--- src/rtl/approx_mul_eval_ctrl_if.sv ---
// Bundle of signals between the approximate-multiplier evaluation controller and its
// environment (run requester plus the external multiplier under test).
//   start, num_samples   : run request and sample count
//   mul_a, mul_b, mul_p  : operands to, and product from, the multiplier under test
//   busy, done           : run status
//   sample_cnt, err_count, sum_abs_ed, max_ed : accumulated statistics
// Modports: master = environment side, slave = controller side.
interface approx_mul_eval_ctrl_if;
    logic        start;
    logic [23:0] num_samples;
    logic [7:0]  mul_a;
    logic [7:0]  mul_b;
    logic [15:0] mul_p;
    logic        busy;
    logic        done;
    logic [23:0] sample_cnt;
    logic [23:0] err_count;
    logic [39:0] sum_abs_ed;
    logic [15:0] max_ed;

    modport master (
        output start, num_samples, mul_p,
        input  mul_a, mul_b, busy, done, sample_cnt, err_count, sum_abs_ed, max_ed
    );

    modport slave (
        input  start, num_samples, mul_p,
        output mul_a, mul_b, busy, done, sample_cnt, err_count, sum_abs_ed, max_ed
    );
endinterface

--- src/rtl/approx_mul_eval_ctrl.sv ---
// Error-characterisation controller for an external 8x8 approximate multiplier.
// Drives LFSR-generated operand pairs, waits SETTLE_CYCLES, samples the product and
// accumulates error count, sum of absolute error distance and maximum error distance.
// Ports:
//   clk   : rising-edge clock
//   rst_n : asynchronous active-low reset
//   bus   : approx_mul_eval_ctrl_if.slave (start/num_samples in, operands out,
//           product in, status and statistics out)
module approx_mul_eval_ctrl #(
    parameter logic [15:0] SEED          = 16'hACE1,
    parameter int unsigned SETTLE_CYCLES = 2
) (
    input logic                  clk,
    input logic                  rst_n,
    approx_mul_eval_ctrl_if.slave bus
);

    // An all-zero LFSR would lock up, so a zero seed is replaced by 1.
    localparam logic [15:0] SEED_EFF  = (SEED == 16'h0000) ? 16'h0001 : SEED;
    localparam logic [7:0]  SETTLE_LD = 8'(SETTLE_CYCLES);

    localparam logic [1:0] S_IDLE   = 2'd0;
    localparam logic [1:0] S_SETTLE = 2'd1;
    localparam logic [1:0] S_ACCUM  = 2'd2;
    localparam logic [1:0] S_DONE   = 2'd3;

    logic [1:0]  r_state;
    logic [15:0] r_lfsr;
    logic [23:0] r_num;
    logic [7:0]  r_settle;
    logic [7:0]  r_mul_a;
    logic [7:0]  r_mul_b;
    logic [23:0] r_sample_cnt;
    logic [23:0] r_err_count;
    logic [39:0] r_sum_abs_ed;
    logic [15:0] r_max_ed;

    logic [15:0] w_exact;
    logic [15:0] w_ed;
    logic        w_mismatch;
    logic [15:0] w_lfsr_nxt;
    logic [23:0] w_cnt_nxt;

    assign w_exact    = {8'h00, r_mul_a} * {8'h00, r_mul_b};
    assign w_mismatch = (bus.mul_p != w_exact);
    assign w_ed       = (w_exact >= bus.mul_p) ? (w_exact - bus.mul_p) : (bus.mul_p - w_exact);
    // Galois LFSR, right shift, taps 16'hB400.
    assign w_lfsr_nxt = r_lfsr[0] ? ((r_lfsr >> 1) ^ 16'hB400) : (r_lfsr >> 1);
    assign w_cnt_nxt  = r_sample_cnt + 24'd1;

    always_ff @(posedge clk or negedge rst_n) begin
        if (!rst_n) begin
            r_state      <= S_IDLE;
            r_lfsr       <= SEED_EFF;
            r_num        <= 24'd0;
            r_settle     <= 8'd0;
            r_mul_a      <= 8'd0;
            r_mul_b      <= 8'd0;
            r_sample_cnt <= 24'd0;
            r_err_count  <= 24'd0;
            r_sum_abs_ed <= 40'd0;
            r_max_ed     <= 16'd0;
        end else begin
            case (r_state)
                S_IDLE, S_DONE: begin
                    if (bus.start) begin
                        r_num        <= bus.num_samples;
                        r_sample_cnt <= 24'd0;
                        r_err_count  <= 24'd0;
                        r_sum_abs_ed <= 40'd0;
                        r_max_ed     <= 16'd0;
                        r_lfsr       <= SEED_EFF;
                        r_mul_a      <= SEED_EFF[15:8];
                        r_mul_b      <= SEED_EFF[7:0];
                        r_settle     <= SETTLE_LD;
                        r_state      <= (bus.num_samples == 24'd0) ? S_DONE : S_SETTLE;
                    end
                end
                S_SETTLE: begin
                    // Counter starts at SETTLE_CYCLES; leaving on 1 gives exactly that many cycles.
                    r_settle <= r_settle - 8'd1;
                    if (r_settle == 8'd1) begin
                        r_state <= S_ACCUM;
                    end
                end
                S_ACCUM: begin
                    r_err_count  <= r_err_count + {23'd0, w_mismatch};
                    r_sum_abs_ed <= r_sum_abs_ed + {24'd0, w_ed};
                    r_max_ed     <= (w_ed > r_max_ed) ? w_ed : r_max_ed;
                    r_sample_cnt <= w_cnt_nxt;
                    r_lfsr       <= w_lfsr_nxt;
                    r_mul_a      <= w_lfsr_nxt[15:8];
                    r_mul_b      <= w_lfsr_nxt[7:0];
                    r_settle     <= SETTLE_LD;
                    r_state      <= (w_cnt_nxt == r_num) ? S_DONE : S_SETTLE;
                end
                default: r_state <= S_IDLE;
            endcase
        end
    end

    assign bus.mul_a      = r_mul_a;
    assign bus.mul_b      = r_mul_b;
    assign bus.busy       = (r_state == S_SETTLE) || (r_state == S_ACCUM);
    assign bus.done       = (r_state == S_DONE);
    assign bus.sample_cnt = r_sample_cnt;
    assign bus.err_count  = r_err_count;
    assign bus.sum_abs_ed = r_sum_abs_ed;
    assign bus.max_ed     = r_max_ed;

endmodule

--- src/flat_wrapper.sv ---
// flat-port wrapper written by rule: the top's interface ports become plain ports
module approx_mul_eval_ctrl_flat 
#(
    parameter logic [15:0] SEED          = 16'hACE1,
    parameter int unsigned SETTLE_CYCLES = 2
)
  (clk, rst_n, bus_start, bus_num_samples, bus_mul_p, bus_mul_a, bus_mul_b, bus_busy, bus_done, bus_sample_cnt, bus_err_count, bus_sum_abs_ed, bus_max_ed);
  approx_mul_eval_ctrl_if bus_i ();
  input logic clk;
  input logic rst_n;
  input wire logic [$bits(bus_i.start)-1:0] bus_start;
  input wire logic [$bits(bus_i.num_samples)-1:0] bus_num_samples;
  input wire logic [$bits(bus_i.mul_p)-1:0] bus_mul_p;
  output wire logic [$bits(bus_i.mul_a)-1:0] bus_mul_a;
  output wire logic [$bits(bus_i.mul_b)-1:0] bus_mul_b;
  output wire logic [$bits(bus_i.busy)-1:0] bus_busy;
  output wire logic [$bits(bus_i.done)-1:0] bus_done;
  output wire logic [$bits(bus_i.sample_cnt)-1:0] bus_sample_cnt;
  output wire logic [$bits(bus_i.err_count)-1:0] bus_err_count;
  output wire logic [$bits(bus_i.sum_abs_ed)-1:0] bus_sum_abs_ed;
  output wire logic [$bits(bus_i.max_ed)-1:0] bus_max_ed;
  assign bus_i.start = bus_start;
  assign bus_i.num_samples = bus_num_samples;
  assign bus_i.mul_p = bus_mul_p;
  assign bus_mul_a = bus_i.mul_a;
  assign bus_mul_b = bus_i.mul_b;
  assign bus_busy = bus_i.busy;
  assign bus_done = bus_i.done;
  assign bus_sample_cnt = bus_i.sample_cnt;
  assign bus_err_count = bus_i.err_count;
  assign bus_sum_abs_ed = bus_i.sum_abs_ed;
  assign bus_max_ed = bus_i.max_ed;
  approx_mul_eval_ctrl #(.SEED(SEED), .SETTLE_CYCLES(SETTLE_CYCLES)) u_core (.clk(clk), .rst_n(rst_n), .bus(bus_i));
endmodule
--- config.mk ---
export PLATFORM = sky130hd
export DESIGN_NAME = approx_mul_eval_ctrl_flat
export DESIGN_NICKNAME = d
export VERILOG_FILES = /design/src/rtl/approx_mul_eval_ctrl_if.sv /design/src/rtl/approx_mul_eval_ctrl.sv /design/src/flat_wrapper.sv
export SDC_FILE = /design/constraint.sdc
export NUM_CORES = 1
export LEC_CHECK = 0
export ABC_AREA = 1
export CAP_MARGIN = 20
export CORE_MARGIN = 3
export CORE_UTILIZATION = 52
export DETAILED_ROUTE_END_ITERATION = 10
export PLACE_DENSITY = 0.8
export SETUP_SLACK_MARGIN = 0.4
export SLEW_MARGIN = 20
export SYNTH_ARGS = -nofsm -noshare
export SYNTH_HDL_FRONTEND = slang
export SYNTH_SLANG_ARGS = --single-unit
--- constraint.sdc ---
create_clock -name clk -period 7.15 [get_ports clk]
set_clock_uncertainty 0.15 [all_clocks]
set_input_delay 1.43 -clock clk [delete_from_list [all_inputs] [get_ports clk]]
set_output_delay 1.43 -clock clk [all_outputs]
set_load 0.05 [all_outputs]
==> impl_metrics.csv <==
group,metric,value,unit
status,status,"finished with violations",
status,violations,"negative setup slack",
critical_path,cp.required,7330,ps
logic_synthesis,netlist.area_leader.share,28.05,%
placed_design,port_buffers,164,
critical_path,cpPeakStageDelay,540,ps
logic_synthesis,synth_common_cells,"nand2_1 (480), inv_1 (370), dfrtp_1 (154)",
timing,min_period,7437,ps
logic_synthesis,async_reset_ff_share,100.0,%
logic_synthesis,synth_edf_count,0,
clock_tree,clkTransAtPathRegs,70,ps
timing,maxSlewViolCount,0,
drt,routedWlPerCell,18.49,µm
finish,area_growth,40.64,%
finish,antennaDiodeCount,0,
floorplan,fp.dieH,168.5,µm
drt,routed_wl,48.36,mm
critical_path,crit_buf_inv,9,
logic_synthesis,synth_top_flop_cell,"dfrtp_1",
finish,fillers,1790,
logic_synthesis,ys.warnings.count,0,
clock_tree,cts_hold_buf,0,
finish,fin_nets,2466,
timing,finalSetupViolCount,48,
clock_tree,cts_tree,"done",
placed_design,gp_congestion,0.9462,
critical_path,endpoint_kind,"flip-flop",
drt,drc,0,
grt,grt_pass1_vias,14260,
logic_synthesis,syn_area_per_cell,7.118,µm²
timing,max_freq,134.5,MHz
timing,setup_ws,-287.3,ps
grt,grt_overflow_total,0,
timing,slew_headroom,28.98,%
floorplan,initial_utilization,53.78,%
logic_synthesis,synth_area,13740,µm²
clock_tree,cts_root_buf,"clkbuf_16",
clock_tree,htreeDepth,4,
placed_design,dp_hpwl,32.16,mm
timing,grt_setup_unrepaired,"true",
grt,grt_use_total,30.13,%
critical_path,crit_path_top_delay_cell,"fa_1",
drt,drt_first_iter_violations,1530,
timing,finalCritPeriodShare,104.0,%
critical_path,crit_family,"adder cells",
logic_synthesis,synth_nets,2123,
critical_path,cp_common_cell,"nand2_2",
drt,vias,14920,
logic_synthesis,synthDistinctLibCells,63,
grt,antenna_found_initial,0,
clock_tree,cts_buffer_depth,2,
floorplan,dieWidth,168.5,µm
hold_path,hold_path_class,"reg2reg",
finish,layout-drive-gt1-share,26.33,%
floorplan,core_area,25540,µm²
logic_synthesis,synth-seq-cells,162,
critical_path,critical_path_class,"reg2reg",
critical_path,cp.arrival,7610,ps
drt,antenna_left,0,
logic_synthesis,synthTopCellsByArea,"dfrtp_1 (28%), nand2_1 (13%), ha_1 (10%)",
clock_tree,cts_num_sinks,162,
logic_synthesis,synthesis.instances,1930,
timing,hold_viol_final,0,
floorplan,ios,165,
logic_synthesis,synth_top_area_cell,"dfrtp_1",
timing,fin_tns_setup,-6461,ps
clock_tree,cts_made_buffers,17,
critical_path,critPathMaxFanout,5,
drt,firstDrtPassIters,5,
timing,worst_pin_slew,1064,ps
clock_tree,insertion_delay,440,ps
grt,grt_pass1_wl,70.08,mm
critical_path,start_kind,"flip-flop",
floorplan,dieArea,28400,µm²
floorplan,fp-row-count,58,
flow_run,drv_cap,0,
logic_synthesis,ys_seq_area_share,29.58,%
drt,vias_per_cell,5.704,
logic_synthesis,synth.most_common_cell,"nand2_1",
grt,grt_max_degree,76,
-- final cells by class --
type | instances | area [µm²] | area share (%)
clock inverters | 13 | 122.6 | 0.6347
multi-input cells | 1337 | 9435 | 48.84
repair inverters | 1 | 7.507 | 0.03886
clock buffers | 19 | 442.9 | 2.293
repair buffers | 377 | 3374 | 17.47
inverters | 377 | 1445 | 7.480
well taps | 330 | 412.9 | 2.137
flip-flops and latches | 162 | 4079 | 21.11
-- registers in the layout (all words and copies together) (netlist names) --
name / count
u_core.bus.sum_abs_ed: 40
u_core.bus.err_count: 24
u_core.bus.sample_cnt: 24
u_core.r_num: 24
u_core.bus.max_ed: 16
u_core.bus.mul_a: 8
u_core.bus.mul_b: 8
u_core.r_lfsr: 8
u_core.r_settle: 8
u_core.r_state: 2
-- path summary, 6_finish.rpt --
path / to / cells after the start / slack, ps / start
min reg2reg: u_core.r_lfsr[6] / 2 / 320 / u_core.r_lfsr[6]
max: u_core.bus.sum_abs_ed[24] / 43 / -290 / u_core.bus.mul_b[4]
max reg2reg: u_core.bus.sum_abs_ed[24] / 43 / -290 / u_core.bus.mul_b[4]
max in group asynchronous: u_core.bus.mul_b[6] / 2 / 4860 / rst_n
min in group asynchronous: u_core.bus.sample_cnt[0] / 1 / 680 / rst_n
min: u_core.r_lfsr[6] / 2 / 320 / u_core.r_lfsr[6]
-- logic make-up after synthesis --
| group | share of synthesized area (%) |
|---|---|
| compound gates | 13.06 |
| mux | 0.1548 |
| simple gates | 25.77 |
| buf+inv | 12.21 |
| fa+ha+maj | 15.79 |
| flops | 29.58 |
| xor+xnor | 3.425 |
-- metrics by stage --
stage	worst slack [ps]	hold slack [ps]	std cells	utilization (%)	instance area (µm²)
finish	-287.3	322.3	2616	75.63	19320
global route	-607.0	353.8	2616	75.63	19320
CTS	86.97	322.1	2558	71.18	18180
detailed placement	-241.5	312.8	2494	65.57	16750
global placement	-112.3	300.8	2494	65.57	16750
floorplan	212.5	291.5	1930	-	14110
-- layout by cell type, fill, tap and decap left out, drive strengths merged, types with 45 or more instances in the layout --
cell and instances:
clkdlybuf4s50 163, ha 111, a21oi 101, nand2 491, dfrtp 154, xor2 45
buf 214, inv 381, nor2 147, nand3 100, o21ai 122
-- repair_timing --
action,CTS,global route
resized for setup,188,177
pin swaps,67,75
endpoints found under the setup margin,53,69
cloned,2,0
setup buffers,30,57
-- worst min-delay path, cell delays in order, from the launching register on --
cell     delay, ps
dfstp_2        370
nand2_1         60
nand2_1         50
-- metal layers --
metal  share of wire [%]  global-route usage, %  vias to the layer above
met5                   0                      0                        -
met1                  39                  39.00                     7116
met3                 8.1                  5.278                      202
met2                  49                  51.75                      777
met4                 4.2                  9.321                        0
li1                    -                      -                     6826
Power is not shown: default switching activity piles up to over one toggle a cycle in this logic, so the estimate is an artifact.
